## src/rtl/el2_dec_nbload_sb_if.sv

```systemverilog
// Bundle of the non-blocking load scoreboard's side-band signals:
// allocation from commit, data return and kill from the LSU, decode
// source/destination operands, and the stall / GPR write-back outputs.
interface el2_dec_nbload_sb_if #(
    parameter int TAG_W = 2
) ();
    // allocation of a tag by a committing non-blocking load
    logic             alloc_valid;
    logic [TAG_W-1:0] alloc_tag;
    logic [4:0]       alloc_rd;
    // LSU data return
    logic             ret_valid;
    logic [TAG_W-1:0] ret_tag;
    logic [31:0]      ret_data;
    logic             ret_error;
    // flush cancel of an outstanding tag
    logic             kill_valid;
    logic [TAG_W-1:0] kill_tag;
    // instruction in decode
    logic [4:0]       dec_rs1_addr;
    logic [4:0]       dec_rs2_addr;
    logic             dec_rs1_en;
    logic             dec_rs2_en;
    logic [4:0]       dec_rd_addr;
    logic             dec_rd_en;
    // scoreboard status and GPR load-return write port
    logic             sb_stall;
    logic             sb_full;
    logic             gpr_wen;
    logic [4:0]       gpr_waddr;
    logic [31:0]      gpr_wd;
    logic             sb_err;

    // decode/LSU side: drives requests, observes status and write port
    modport master (
        output alloc_valid, alloc_tag, alloc_rd,
        output ret_valid, ret_tag, ret_data, ret_error,
        output kill_valid, kill_tag,
        output dec_rs1_addr, dec_rs2_addr, dec_rs1_en, dec_rs2_en,
        output dec_rd_addr, dec_rd_en,
        input  sb_stall, sb_full, gpr_wen, gpr_waddr, gpr_wd, sb_err
    );

    // scoreboard side
    modport slave (
        input  alloc_valid, alloc_tag, alloc_rd,
        input  ret_valid, ret_tag, ret_data, ret_error,
        input  kill_valid, kill_tag,
        input  dec_rs1_addr, dec_rs2_addr, dec_rs1_en, dec_rs2_en,
        input  dec_rd_addr, dec_rd_en,
        output sb_stall, sb_full, gpr_wen, gpr_waddr, gpr_wd, sb_err
    );
endinterface

```

## src/rtl/el2_dec_nbload_sb.sv

```systemverilog
// Non-blocking load scoreboard and load-return writeback stage.
// Tracks outstanding load tags with their destination registers, raises
// the decode stall on RAW/WAW hazards against them (including the write
// still sitting in the writeback register), and drives the GPR load-return
// port from a single registered stage.
module el2_dec_nbload_sb #(
    parameter int DEPTH = 4,
    parameter int TAG_W = 2
) (
    input logic               clk,
    input logic               rst_l,
    el2_dec_nbload_sb_if.slave sb
);

    // ------------------------------------------------------------------
    // State
    // ------------------------------------------------------------------
    logic [DEPTH-1:0] vld_r;
    logic [4:0]       rd_r [DEPTH];
    logic             wb_vld_r;
    logic [4:0]       wb_rd_r;
    logic [31:0]      wb_data_r;
    logic             err_r;

    logic [DEPTH-1:0] vld_s;
    logic [4:0]       rd_s [DEPTH];
    logic             wb_vld_s;
    logic [4:0]       wb_rd_s;
    logic [31:0]      wb_data_s;
    logic             err_s;

    logic             rs1_hit_s;
    logic             rs2_hit_s;
    logic             rd_hit_s;
    logic             stall_s;

    // Next state: kill, then return, then alloc, each seeing the previous step.
    // The writeback address/data are held at zero whenever no write is pending
    // so the GPR port can be driven straight from the register.
    always_comb begin
        vld_s     = vld_r;
        rd_s      = rd_r;
        wb_vld_s  = 1'b0;
        wb_rd_s   = 5'd0;
        wb_data_s = 32'd0;
        err_s     = err_r;

        if (sb.kill_valid) begin
            vld_s[sb.kill_tag] = 1'b0;
        end else begin
            vld_s = vld_s;
        end

        if (sb.ret_valid) begin
            if (vld_s[sb.ret_tag]) begin
                vld_s[sb.ret_tag] = 1'b0;
                if (!sb.ret_error && (rd_s[sb.ret_tag] != 5'd0)) begin
                    wb_vld_s  = 1'b1;
                    wb_rd_s   = rd_s[sb.ret_tag];
                    wb_data_s = sb.ret_data;
                end else begin
                    wb_vld_s  = 1'b0;
                end
            end else begin
                // return for a tag nobody is waiting on (incl. killed this cycle)
                err_s = 1'b1;
            end
        end else begin
            wb_vld_s = 1'b0;
        end

        if (sb.alloc_valid) begin
            if (vld_s[sb.alloc_tag]) begin
                // tag still live: overwrite, but flag the protocol violation
                err_s = 1'b1;
            end else begin
                err_s = err_s;
            end
            vld_s[sb.alloc_tag] = 1'b1;
            rd_s[sb.alloc_tag]  = sb.alloc_rd;
        end else begin
            vld_s = vld_s;
        end
    end

    // Scoreboard, writeback stage and sticky error register.
    always_ff @(posedge clk or negedge rst_l) begin
        if (!rst_l) begin
            vld_r     <= {DEPTH{1'b0}};
            for (int i = 0; i < DEPTH; i++) begin
                rd_r[i] <= 5'd0;
            end
            wb_vld_r  <= 1'b0;
            wb_rd_r   <= 5'd0;
            wb_data_r <= 32'd0;
            err_r     <= 1'b0;
        end else begin
            vld_r     <= vld_s;
            rd_r      <= rd_s;
            wb_vld_r  <= wb_vld_s;
            wb_rd_r   <= wb_rd_s;
            wb_data_r <= wb_data_s;
            err_r     <= err_s;
        end
    end

    // Hazard match of the decode operands against live tags and the pending
    // write; x0 is never hazardous since it is never written.
    always_comb begin
        rs1_hit_s = wb_vld_r & (wb_rd_r == sb.dec_rs1_addr);
        rs2_hit_s = wb_vld_r & (wb_rd_r == sb.dec_rs2_addr);
        rd_hit_s  = wb_vld_r & (wb_rd_r == sb.dec_rd_addr);
        for (int i = 0; i < DEPTH; i++) begin
            rs1_hit_s = rs1_hit_s | (vld_r[i] & (rd_r[i] == sb.dec_rs1_addr));
            rs2_hit_s = rs2_hit_s | (vld_r[i] & (rd_r[i] == sb.dec_rs2_addr));
            rd_hit_s  = rd_hit_s  | (vld_r[i] & (rd_r[i] == sb.dec_rd_addr));
        end
        stall_s = (sb.dec_rs1_en & (sb.dec_rs1_addr != 5'd0) & rs1_hit_s) |
                  (sb.dec_rs2_en & (sb.dec_rs2_addr != 5'd0) & rs2_hit_s) |
                  (sb.dec_rd_en  & (sb.dec_rd_addr  != 5'd0) & rd_hit_s);
    end

    // Stall and full are combinational from current state; the GPR port
    // comes directly from the writeback register.
    assign sb.sb_stall  = stall_s;
    assign sb.sb_full   = &vld_r;
    assign sb.gpr_wen   = wb_vld_r;
    assign sb.gpr_waddr = wb_rd_r;
    assign sb.gpr_wd    = wb_data_r;
    assign sb.sb_err    = err_r;

endmodule

```

## src/flat_wrapper.sv

```systemverilog
// flat-port wrapper written by rule: the top's interface ports become plain ports
module el2_dec_nbload_sb_flat 
#(
    parameter int DEPTH = 4,
    parameter int TAG_W = 2
)
  (clk, rst_l, sb_alloc_valid, sb_alloc_tag, sb_alloc_rd, sb_ret_valid, sb_ret_tag, sb_ret_data, sb_ret_error, sb_kill_valid, sb_kill_tag, sb_dec_rs1_addr, sb_dec_rs2_addr, sb_dec_rs1_en, sb_dec_rs2_en, sb_dec_rd_addr, sb_dec_rd_en, sb_sb_stall, sb_sb_full, sb_gpr_wen, sb_gpr_waddr, sb_gpr_wd, sb_sb_err);
  el2_dec_nbload_sb_if #(.TAG_W(TAG_W)) sb_i ();
  input logic clk;
  input logic rst_l;
  input wire logic [$bits(sb_i.alloc_valid)-1:0] sb_alloc_valid;
  input wire logic [$bits(sb_i.alloc_tag)-1:0] sb_alloc_tag;
  input wire logic [$bits(sb_i.alloc_rd)-1:0] sb_alloc_rd;
  input wire logic [$bits(sb_i.ret_valid)-1:0] sb_ret_valid;
  input wire logic [$bits(sb_i.ret_tag)-1:0] sb_ret_tag;
  input wire logic [$bits(sb_i.ret_data)-1:0] sb_ret_data;
  input wire logic [$bits(sb_i.ret_error)-1:0] sb_ret_error;
  input wire logic [$bits(sb_i.kill_valid)-1:0] sb_kill_valid;
  input wire logic [$bits(sb_i.kill_tag)-1:0] sb_kill_tag;
  input wire logic [$bits(sb_i.dec_rs1_addr)-1:0] sb_dec_rs1_addr;
  input wire logic [$bits(sb_i.dec_rs2_addr)-1:0] sb_dec_rs2_addr;
  input wire logic [$bits(sb_i.dec_rs1_en)-1:0] sb_dec_rs1_en;
  input wire logic [$bits(sb_i.dec_rs2_en)-1:0] sb_dec_rs2_en;
  input wire logic [$bits(sb_i.dec_rd_addr)-1:0] sb_dec_rd_addr;
  input wire logic [$bits(sb_i.dec_rd_en)-1:0] sb_dec_rd_en;
  output wire logic [$bits(sb_i.sb_stall)-1:0] sb_sb_stall;
  output wire logic [$bits(sb_i.sb_full)-1:0] sb_sb_full;
  output wire logic [$bits(sb_i.gpr_wen)-1:0] sb_gpr_wen;
  output wire logic [$bits(sb_i.gpr_waddr)-1:0] sb_gpr_waddr;
  output wire logic [$bits(sb_i.gpr_wd)-1:0] sb_gpr_wd;
  output wire logic [$bits(sb_i.sb_err)-1:0] sb_sb_err;
  assign sb_i.alloc_valid = sb_alloc_valid;
  assign sb_i.alloc_tag = sb_alloc_tag;
  assign sb_i.alloc_rd = sb_alloc_rd;
  assign sb_i.ret_valid = sb_ret_valid;
  assign sb_i.ret_tag = sb_ret_tag;
  assign sb_i.ret_data = sb_ret_data;
  assign sb_i.ret_error = sb_ret_error;
  assign sb_i.kill_valid = sb_kill_valid;
  assign sb_i.kill_tag = sb_kill_tag;
  assign sb_i.dec_rs1_addr = sb_dec_rs1_addr;
  assign sb_i.dec_rs2_addr = sb_dec_rs2_addr;
  assign sb_i.dec_rs1_en = sb_dec_rs1_en;
  assign sb_i.dec_rs2_en = sb_dec_rs2_en;
  assign sb_i.dec_rd_addr = sb_dec_rd_addr;
  assign sb_i.dec_rd_en = sb_dec_rd_en;
  assign sb_sb_stall = sb_i.sb_stall;
  assign sb_sb_full = sb_i.sb_full;
  assign sb_gpr_wen = sb_i.gpr_wen;
  assign sb_gpr_waddr = sb_i.gpr_waddr;
  assign sb_gpr_wd = sb_i.gpr_wd;
  assign sb_sb_err = sb_i.sb_err;
  el2_dec_nbload_sb #(.DEPTH(DEPTH), .TAG_W(TAG_W)) u_core (.clk(clk), .rst_l(rst_l), .sb(sb_i));
endmodule
```

## config.mk

```make
export PLATFORM = sky130hd
export DESIGN_NAME = el2_dec_nbload_sb_flat
export DESIGN_NICKNAME = d
export VERILOG_FILES = /design/src/rtl/el2_dec_nbload_sb_if.sv /design/src/rtl/el2_dec_nbload_sb.sv /design/src/flat_wrapper.sv
export SDC_FILE = /design/constraint.sdc
export NUM_CORES = 1
export LEC_CHECK = 0
export ABC_AREA = 1
export CAP_MARGIN = 15
export CORE_MARGIN = 1.5
export CORE_UTILIZATION = 24
export CTS_CLUSTER_SIZE = 16
export DETAILED_ROUTE_END_ITERATION = 6
export PLACE_DENSITY = 0.59
export SYNTH_ARGS = -nofsm -noshare
export SYNTH_HDL_FRONTEND = slang
export SYNTH_SLANG_ARGS = --single-unit
```

## constraint.sdc

```tcl
create_clock -name clk -period 2.3 [get_ports clk]
set_clock_uncertainty 0.15 [all_clocks]
set_input_delay 0.69 -clock clk [delete_from_list [all_inputs] [get_ports clk]]
set_output_delay 0.69 -clock clk [all_outputs]
set_load 0.03 [all_outputs]
```

==> results_dict.tcl <==
set metrics [dict create \
    hpwl_um 11700 \
    routabilityCongestion 0.957 \
    port_buffers 107 \
    grt.overflow.total 0 \
    vias 4494 \
    slew_headroom 0.693 \
    comb_power_share 0.345 \
    cts_buffers 9 \
    final_max_slew_viol_count 0 \
    grt_pass1_vias 4434 \
    postRouteAntennaNets 0 \
    post_drt_wl_per_cell_um 15.3 \
    cts.htree.levels 3 \
    timing.rr.end "u_core.sb.gpr_wd[24]" \
    clk_latency_ns 0.33 \
    hp-class "in -> async" \
    power_frac_clock 0.345 \
    setup_violations 1 \
    timing.rr.start "u_core.rd_r[17]" \
    power_frac_seq 0.310 \
    crit_fanout 5 \
    cts_tree "done" \
    reg2reg_depth 10 \
    syn-num-nets 642 \
    worstMarginPinSlew_ns 0.460 \
    clkTransAtPathRegs_ns 0.05 \
    fin_ws_ns -0.269 \
    rows 46 \
    cp-end-kind "primary output" \
    seq_area_frac_synth 0.400 \
    power_density_mw_per_mm2 642 \
    fin_cells 1013 \
    drive_gt1_frac 0.307 \
    internal_power_mw 2.87 \
    postSynthCellCount 575 \
    hold_viol 0 \
    grt_max_degree 64 \
    initial_utilization 0.247 \
    placed_area_mm2 0.00599 \
    drc_errors 0 \
    grt_pass1_wl_um 24000 \
    fmax_mhz 389 \
    sw_frac_of_total 0.325 \
    p_switching_mw 1.38 \
    num-nets-final 859 \
    fin_area_mm2 0.00664 \
    r2r_setup_slack_ns 0.39 \
    fin_crit_sh 1.12 \
    synth_area_mm2 0.00394 \
    nFillCells 1661 \
    cts.sinks 63 \
    min_period_ns 2.57 \
    grt_usage 0.180 \
    arrival_ns 1.73 \
    grt_setup_unrepaired "yes" \
    cp_data_required_time_ns 1.46 \
    dp_cells 985 \
    cts-root-buf "clkbuf_16" \
    avgSynthCellArea_um2 6.86 \
    crit_path_start_kind "input port" \
    grt_antenna_before_repair 0 \
    outcome "finished, violations left" \
    drt-pass1-iter-count 4 \
    ys_ff_latch 63 \
    total_leakage_power_nw 3.38 \
    violations "setup timing" \
    coreArea_mm2 0.0159 \
    cts_buffer_depth 2 \
    area_growth_pct 68.3 \
    dieHeight_um 131 \
    die_w_um 131 \
    die-area_mm2 0.0172 \
    drtIter0Drc 254 \
    cap_violations 0 \
    ys.warnings.count 0 \
    ys_types 24 \
    ir_drop_mv 0.362 \
    routed_via_density 4.44 \
    ios 108 \
    antenna_cells 0 \
    place_ws_ns -1.26 \
    path_class "in -> out" \
    finalPower_mw 4.26 \
    wl_um 15500 \
]
per-layer routing:
metal  up-vias  track usage  routed length, µm
met1      2072        0.226               6730
met2       167        0.292               7150
met4         0       0.0787                536
li1       2223            -                  -
met5         -            0                  0
met3        32       0.0436               1050
synthesized netlist by cell type:
| cell type | count | area share |
|---|---|---|
| clkbuf_1 | 7 | 0.0067 |
| nor2_2 | 1 | 0.0016 |
| xor2_1 | 3 | 0.0067 |
| o22ai_1 | 8 | 0.013 |
| buf_6 | 6 | 0.017 |
| inv_2 | 6 | 0.0057 |
| a22oi_2 | 1 | 0.0032 |
| nor2_8 | 1 | 0.0051 |
| nor3_2 | 29 | 0.074 |
| nand2_1 | 191 | 0.18 |
| nand3_1 | 26 | 0.033 |
| o21bai_1 | 3 | 0.0057 |
| o21ai_1 | 2 | 0.0025 |
| dfrtp_1 | 63 | 0.40 |
| o21ai_0 | 49 | 0.062 |
| inv_1 | 86 | 0.082 |
| nand3_2 | 1 | 0.0025 |
| nor2_1 | 69 | 0.066 |
| nand4_1 | 4 | 0.0063 |
| nand2_2 | 2 | 0.0032 |
| a21oi_1 | 7 | 0.0089 |
| nor3_1 | 7 | 0.0089 |
| a22oi_1 | 2 | 0.0038 |
| buf_2 | 1 | 0.0013 |
power groups by stage:
stage	clock [mW]	sequential (mW)	combinational [mW]
floorplan	0	1.36	0.545
global route	1.55	1.32	1.61
CTS	1.49	1.31	1.37
detailed placement	0	1.32	1.32
finish	1.47	1.32	1.47
global placement	0	1.32	1.32
state kept, by name (all words and copies together) (netlist names):
name and cells:
u_core.sb.gpr_wen 1, u_core.rd_r 20, u_core.sb.gpr_wd 32, u_core.sb.gpr_waddr 5, u_core.vld_r 4, u_core.sb.sb_err 1
what timing repair did:
item | 4_1_cts | 5_1_grt
setup endpoints to repair | 7 | 37
hold buffers | 0 | 0
gates cloned | 0 | 4
setup buffers | 5 | 4
resized for setup | 143 | 31
pin swaps | 19 | 20
final cells by class:
cell class / instances / area (µm²) / share of cell area
well taps: 216 / 270 / 0.0407
flip-flops and latches: 63 / 1580 / 0.239
inverters: 92 / 358 / 0.0539
clock inverters: 5 / 81.3 / 0.0123
clock buffers: 11 / 243 / 0.0366
multi-input cells: 406 / 2090 / 0.315
repair buffers: 220 / 2010 / 0.303
metrics by stage:
stage | setup TNS, ns | util | hold WS (ns)
final | -0.269 | 0.416 | 0.217
after global routing | -0.346 | 0.416 | 0.233
after floorplan | -0.0406 | - | 0.244
after detailed placement | -12.71 | 0.375 | 0.304
after global placement | -13.45 | 0.375 | 0.296
after CTS | -0.273 | 0.402 | 0.233
worst max path at each step:
| stage | from | endpoint | slack [ns] | depth (start not counted) |
|---|---|---|---|---|
| 6_report | sb_dec_rd_addr[0] | sb_sb_stall | -0.27 | 9 |
| 5_1_grt | sb_dec_rd_addr[0] | sb_sb_stall | -0.35 | 9 |
| 4_1_cts | sb_dec_rs1_addr[1] | sb_sb_stall | -0.27 | 11 |
| 3_5_place_dp | sb_dec_rs1_addr[4] | sb_sb_stall | -1.26 | 9 |
| 3_3_place_gp | sb_dec_rs1_addr[4] | sb_sb_stall | -1.29 | 9 |
| 2_1_floorplan | sb_dec_rs1_addr[1] | sb_sb_stall | -0.04 | 9 |
logic make-up after synthesis:
family,synth area share
AND/OR/NAND/NOR,0.382
buffers and inverters,0.113
AO/OA/AOI/OAI,0.0990
flip-flops,0.400
XOR/XNOR,0.00667
cell usage in the layout, fill, tap and decap left out, types with 3 or more instances in the layout:
cell type,n
o21ai_0,35
clkdlybuf4s50_1,81
nor3_2,29
o21ai_1,11
inv_1,66
buf_4,93
nand4_1,4
dfrtp_2,6
nand2_2,9
nand3_1,22
nand2_1,183
clkbuf_16,13
nor2_1,60
dlygate4sd2_1,6
buf_6,16
dfrtp_1,57
nor3_1,6
nand3_2,4
buf_2,14
o22ai_1,8
buf_12,3
inv_4,5
nor2_2,8
a21oi_1,6
o21ai_2,5
inv_2,21
worst max-delay path, stage by stage:
cell      delay (ns)
buf_2           0.14
buf_6           0.14
nor2_1          0.13
nor2_2          0.06
nand3_1         0.09
nand3_2         0.11
o21bai_4        0.15
nand3_2         0.09
buf_6           0.14
Power figures use the tool's default switching activity.
